--- config.mk ---
export PLATFORM = sky130hd
export DESIGN_NAME = seq_divider4
export DESIGN_NICKNAME = d
export VERILOG_FILES = /design/src/rtl/seq_divider4.sv
export SDC_FILE = /design/constraint.sdc
export NUM_CORES = 1
export LEC_CHECK = 0
export BUFFER_PORTS_ARGS = -buffer_cell sky130_fd_sc_hd__buf_4
export CORE_UTILIZATION = 55
export DETAILED_ROUTE_END_ITERATION = 12
export GPL_TIMING_DRIVEN = 0
export PLACE_DENSITY = 0.84
export SKIP_LAST_GASP = 1
export SYNTH_ARGS = -nofsm -noshare
export SYNTH_HDL_FRONTEND = slang
export SYNTH_SLANG_ARGS = --single-unit
--- constraint.sdc ---
create_clock -name clk -period 6.1 [get_ports clk]
set_clock_uncertainty 0.05 [all_clocks]
set_input_delay 1.83 -clock clk [delete_from_list [all_inputs] [get_ports clk]]
set_output_delay 1.83 -clock clk [all_outputs]
set_load 0.005 [all_outputs]
--- src/rtl/seq_divider4.sv ---
// Sequential unsigned restoring divider: one trial subtraction per cycle,
// start/done handshake, divide-by-zero flagged without running iterations.
module seq_divider4 #(
   parameter int WIDTH = 4
) (
   input  logic             clk,
   input  logic             rst_n,
   input  logic             start,
   input  logic [WIDTH-1:0] A,
   input  logic [WIDTH-1:0] B,
   output logic [WIDTH-1:0] Q,
   output logic [WIDTH-1:0] R,
   output logic             busy,
   output logic             done,
   output logic             dz
);

   localparam int CW = $clog2(WIDTH + 1);

   typedef enum logic [1:0] {
      IDLE,
      RUN,
      DONE
   } state_t;

   state_t           state_q, state_d;
   logic [WIDTH-1:0] q_q, q_d;
   logic [WIDTH-1:0] r_q, r_d;
   logic [WIDTH-1:0] d_q, d_d;
   logic [CW-1:0]    cnt_q, cnt_d;
   logic             dz_q, dz_d;
   logic             done_q, done_d;
   logic             busy_q, busy_d;

   logic [WIDTH:0]   trial;
   logic [WIDTH:0]   diff;
   logic             carry;
   logic             no_borrow;

   always_comb begin
      trial        = {r_q, q_q[WIDTH-1]};
      {carry, diff} = {1'b0, trial} + {1'b0, ~{1'b0, d_q}} + {{(WIDTH+1){1'b0}}, 1'b1};
      // With no borrow the difference is below D, so its top bit is always clear.
      no_borrow    = carry & ~diff[WIDTH];

      state_d = state_q;
      q_d     = q_q;
      r_d     = r_q;
      d_d     = d_q;
      cnt_d   = cnt_q;
      dz_d    = dz_q;

      case (state_q)
         IDLE: begin
            if (start) begin
               if (B == '0) begin
                  q_d     = '1;
                  r_d     = A;
                  dz_d    = 1'b1;
                  state_d = DONE;
               end else begin
                  q_d     = A;
                  r_d     = '0;
                  d_d     = B;
                  cnt_d   = CW'(WIDTH);
                  dz_d    = 1'b0;
                  state_d = RUN;
               end
            end
         end
         RUN: begin
            r_d   = no_borrow ? diff[WIDTH-1:0] : trial[WIDTH-1:0];
            q_d   = {q_q[WIDTH-2:0], no_borrow};
            cnt_d = cnt_q - CW'(1);
            if (cnt_q == CW'(1)) begin
               state_d = DONE;
            end
         end
         DONE: begin
            state_d = IDLE;
         end
         default: begin
            state_d = IDLE;
         end
      endcase

      done_d = (state_d == DONE);
      busy_d = (state_d != IDLE);
   end

   always_ff @(posedge clk or negedge rst_n) begin
      if (!rst_n) begin
         state_q <= IDLE;
         q_q     <= '0;
         r_q     <= '0;
         d_q     <= '0;
         cnt_q   <= '0;
         dz_q    <= 1'b0;
         done_q  <= 1'b0;
         busy_q  <= 1'b0;
      end else begin
         state_q <= state_d;
         q_q     <= q_d;
         r_q     <= r_d;
         d_q     <= d_d;
         cnt_q   <= cnt_d;
         dz_q    <= dz_d;
         done_q  <= done_d;
         busy_q  <= busy_d;
      end
   end

   assign Q    = q_q;
   assign R    = r_q;
   assign dz   = dz_q;
   assign done = done_q;
   assign busy = busy_q;

endmodule
# --- Word level (Yosys, flattened, before mapping) ---
# Cells that the tools add are included.
totals:
  regBits: 20
  in_bits: 11
  out_inout_bits: 11
  word_cells: 43
classes:
  addsub: 3
  n_eq_ne: 5
  muxes: 15
  bitwise: 4
  n_reduce_logical: 8
op_table:
  columns: ["cell", "count"]
  rows:
  - ["$mux W4", 5]
  - ["$pmux W4 S2", 2]
  - ["$add A5 B5 Y6", 1]
  - ["$add A6 B1 Y6 const B", 1]
  - ["$mux W2", 3]
  - ["$mux W3", 2]
  - ["$pmux W3 S2", 1]
  - ["$reduce_and A3 Y1", 2]
  - ["$not A4 Y5", 1]
  - ["$logic_not A4 Y1", 1]
  - ["$ne A2 B2 Y1 const B", 2]
  - ["$pmux W2 S2", 1]
  - ["$reduce_and A2 Y1", 2]
  - ["$reduce_bool A2 Y1", 2]
  - ["$eq A3 B1 Y1 const B", 1]
  - ["$sub A3 B1 Y3 const B", 1]
  - ["$eq A2 B1 Y1 const B", 1]
  - ["$eq A2 B2 Y1 const B", 1]
  - ["$logic_not A2 Y1", 1]
  - ["$not A1 Y1", 2]
  - ["$and A1 B1 Y1", 1]
  - ["$mux W1", 1]

# --- Logic depth before layout (Yosys ltp) ---
logic_depth:
  word_depth: 7
  depth_mapped: 9
  ltp_nobuf: 9

# --- Worst setup path after synthesis ---
# No wires, ideal clock.
synth_path:
  path_kind: "input to register"
  startpoint: "in B[1]"
  endpoint: "reg cnt_q[2]"
  setup_time_ns: 0.121
  arrival_ns: 2.679
  t_required_ns: 5.929
  path_slack_ns: 3.250
  stages: 5
  n_path_buf: 0
  cell_sequence: "nor4_4 > a21oi_1 > nand2_1 > xor2_1 > nand2_1"
synth_between:
  elab_chain_len: 3
synth_rtl:
  columns: ["element", "line_no", "source"]
  rows:
  - ["start: declaration", "10", "input logic [WIDTH-1:0] B,"]
  - ["$logic_not A4 Y1", "56", "if (B == '0) begin"]
  - ["$ne A2 B2 Y1 (no line)", null, null]
  - ["$reduce_and A3 Y1 (no line)", null, null]
  - ["end signal: assignment", "106", "cnt_q <= cnt_d;"]
  - ["end: declaration", "30", "logic [CW-1:0] cnt_q, cnt_d;"]
# Every way passes these cells.
# A chain may end at the register's enable or synchronous reset.

# --- Worst setup path in the final report ---
# Same ends and word-level chain as after synthesis.

==> reports/qor.csv <==
metric,value,unit
ir_worst_vdd,421.4,uV
crit_path_end_kind,register,
final_cell_mix,"buf_4 (21), dfrtp_1 (20), nor2_1 (12)",
synth_fp_nets,132,
ctsHoldBuffers,0,
num_vias,953,
gp_congestion,0.7477,
pre_cts_ws,2.924,ns
n_antenna_cell,0,
fp.dieH,47.50,um
reg2reg_depth,9,
post_cts_buffers,0,
met2_usage,0.3863,
grt.met1_usage,0.2945,
area_growth,21.43,%
max-slew-margin-rel,0.6921,
start_util,0.5804,
r2r_slack,3.66,ns
nets,158,
slew_viol_final,0,
wirelength,2413,um
core-area,1962,um2
min_delay_worst_endpoint,d_q[1],
rows,16,
grt-ovfl-total,0,
setup_viol,0,
drv_cap,0,
slowest_delay,0.47,ns
ant_nets,0,
cp.required,6.27,ns
drt_iter0_drc,19,
cts_buffer_depth,2,
antenna_found_initial,0,
setup_slack,3.230,ns
die_w,47.50,um
firstDrtPassIters,5,
hold_path_class,reg -> reg,
cts_resized,0,
critPathMaxFanout,7,
cts_root_buffer,clkbuf_4,
numCtsBuffers,3,
min-delay-start,d_q[1],
worstMarginPinSlew,0.4584,ns
period_minus_slack,2.870,ns
fmax,0.3485,GHz
placedCellCount,162,
grt_usage,0.2322,
grt_pass1_wl,3553,um
crit_buf_inv,1,
path_class,in -> reg,
design_area,1383,um2
top_usage_layer,met2,
layout-drive-gt1-share,0.2518,
r2r-start,Q[3],
drc,0,
port_buffers,21,
hold_violations,0,
grt_pass1_vias,829,
status,"finished, final reports clean",
critPathTopFamily,simple AND/OR/NAND/NOR gates,
grt_max_degree,21,
crit_slowest_cell,nor4_4,
clock_latency,0.32,ns
io_pins,22,
ys_ff_latch,20,
cpMostUsedCell,nand2_1,
synthCells,114,
worstPathCellList,buf_4 -> nor4_4 -> a21oi_1 -> nand2_1 -> xor2_1 -> nand2_1,
use_met3,0.04151,
wire_per_inst,14.54,um
clk_pin_slew_worst_paths,0.13,ns
rsz0062_at_grt,no,
worstPathArrival,3.04,ns
layout_commonest_cell,buf_4,
synth.distinct_cells,34,
cts_tree,built,
ctsHtreeMaxLevel,1,
routed_via_density,5.741,
leakagePower,0.0006729,uW
power_density,641.0,nW/um2
whs_path_depth,1,
dp_hpwl,1807,um
tns,0,ns
n_fill_cell,163,
syn_area_per_cell,9.988,um2
instances_no_fill,166,
dpl_cell_area,1330,um2
reg2reg_to,R[3],
dieArea,2256,um2
seq_area_frac_synth,0.4396,
synth_area,1139,um2
synth_warnings,0,
fin_crit_sh,0.4704,
cts_sinks,20,
critPathLaunchType,input port,
synth_stat cells:
| cell | number | area [um2] |
|---|---|---|
| a221oi_2 | 1 | 15.01 |
| o311a_4 | 1 | 21.27 |
| dfrtp_1 | 20 | 500.5 |
| o21bai_2 | 1 | 11.26 |
| a21oi_1 | 5 | 25.02 |
| fa_1 | 1 | 20.02 |
| clkinv_1 | 1 | 3.750 |
| a21o_1 | 1 | 7.510 |
| buf_2 | 2 | 10.01 |
| and3_2 | 1 | 7.510 |
| o21ai_0 | 6 | 30.03 |
| and3_1 | 1 | 6.260 |
| nor3_1 | 1 | 5.000 |
| buf_1 | 1 | 3.750 |
| nand2b_4 | 1 | 13.76 |
| nor2_1 | 12 | 45.04 |
| o22ai_1 | 4 | 25.02 |
| o2bb2ai_1 | 1 | 8.760 |
| nor2b_1 | 2 | 12.51 |
| nor4_4 | 1 | 21.27 |
| nand2b_1 | 3 | 18.77 |
| a211oi_2 | 1 | 12.51 |
| xor2_1 | 2 | 17.52 |
| nand3_1 | 1 | 5.000 |
| or3_1 | 2 | 12.51 |
| a31oi_1 | 5 | 31.28 |
| mux2i_1 | 3 | 30.03 |
| inv_1 | 10 | 37.54 |
| ha_1 | 6 | 75.07 |
| a31oi_2 | 1 | 12.51 |
| a22o_1 | 4 | 35.03 |
| mux2_1 | 1 | 11.26 |
| nand2_1 | 10 | 37.54 |
| o221ai_1 | 1 | 8.760 |
per-stage QoR:
step	total power, uW	utilization	hold WS [ns]
final	886.3	0.7047	0.4582
after global routing	956.2	0.7047	0.4762
after CTS	882.5	0.7047	0.4647
after detailed placement	772.6	0.6779	0.4388
after global placement	742.6	0.6779	0.4365
after floorplan	624.8	-	0.4147
registers in the layout, indices dropped and copies added, names as in the netlist:
name and cells:
Q 4, R 4, busy 1, cnt_q 3, d_q 4, done 1, dz 1, state_q 2
where the power goes:
| group | switching (uW) | internal, uW |
|---|---|---|
| Clock | 43.6 | 66.5 |
| Combinational | 269 | 254 |
| Sequential | 55.3 | 198 |
worst max path at each step:
| stage | to | cells after the start | from |
|---|---|---|---|
| 4_1_cts | cnt_q[2] | 6 | B[1] |
| 3_3_place_gp | cnt_q[2] | 6 | B[1] |
| 2_1_floorplan | cnt_q[2] | 5 | B[1] |
| 5_1_grt | cnt_q[2] | 6 | B[1] |
| 6_report | cnt_q[2] | 6 | B[1] |
| 3_5_place_dp | cnt_q[2] | 6 | B[1] |
worst register-to-register path, stage by stage (launching register included):
cell      delay, ns
dfrtp_1        0.43
inv_1          0.10
ha_1           0.15
inv_1          0.06
fa_1           0.41
a21oi_1        0.23
nand2b_4       0.18
mux2_1         0.34
a211oi_2       0.25
a31oi_1        0.11
per-layer routing:
metal / share of wire / vias up
met1: 0.44 / 462
met3: 0.044 / 7
met2: 0.50 / 29
met5: 0 / -
li1: - / 455
met4: 0.015 / 0
cells by family (layout without fill, tap and decap cells):
| group | Yosys count | after routing | synth area share |
|---|---|---|---|
| muxes | 4 | 4 | 0.03626 |
| AOI/OAI and AO/OA | 32 | 32 | 0.2143 |
| and+or+nand+nor | 35 | 35 | 0.1626 |
| adders and majority gates | 7 | 7 | 0.08352 |
| xor gates and xnor gates | 2 | 2 | 0.01539 |
| DFF | 20 | 20 | 0.4396 |
| buffers and inverters | 14 | 39 | 0.04835 |
area by class of cell:
cell class                 instances  area (um2)  share of cell area
multi-input combinational         80       583.1              0.4217
tap                               27       33.78             0.02443
clock inverter                     1       30.03             0.02172
buffer                             3       13.76            0.009955
timing repair buffer              21       157.7              0.1140
sequential                        20       500.5              0.3620
clock buffer                       3       22.52             0.01629
inverter                          11       41.29             0.02986
Power figures use the tool's default switching activity.
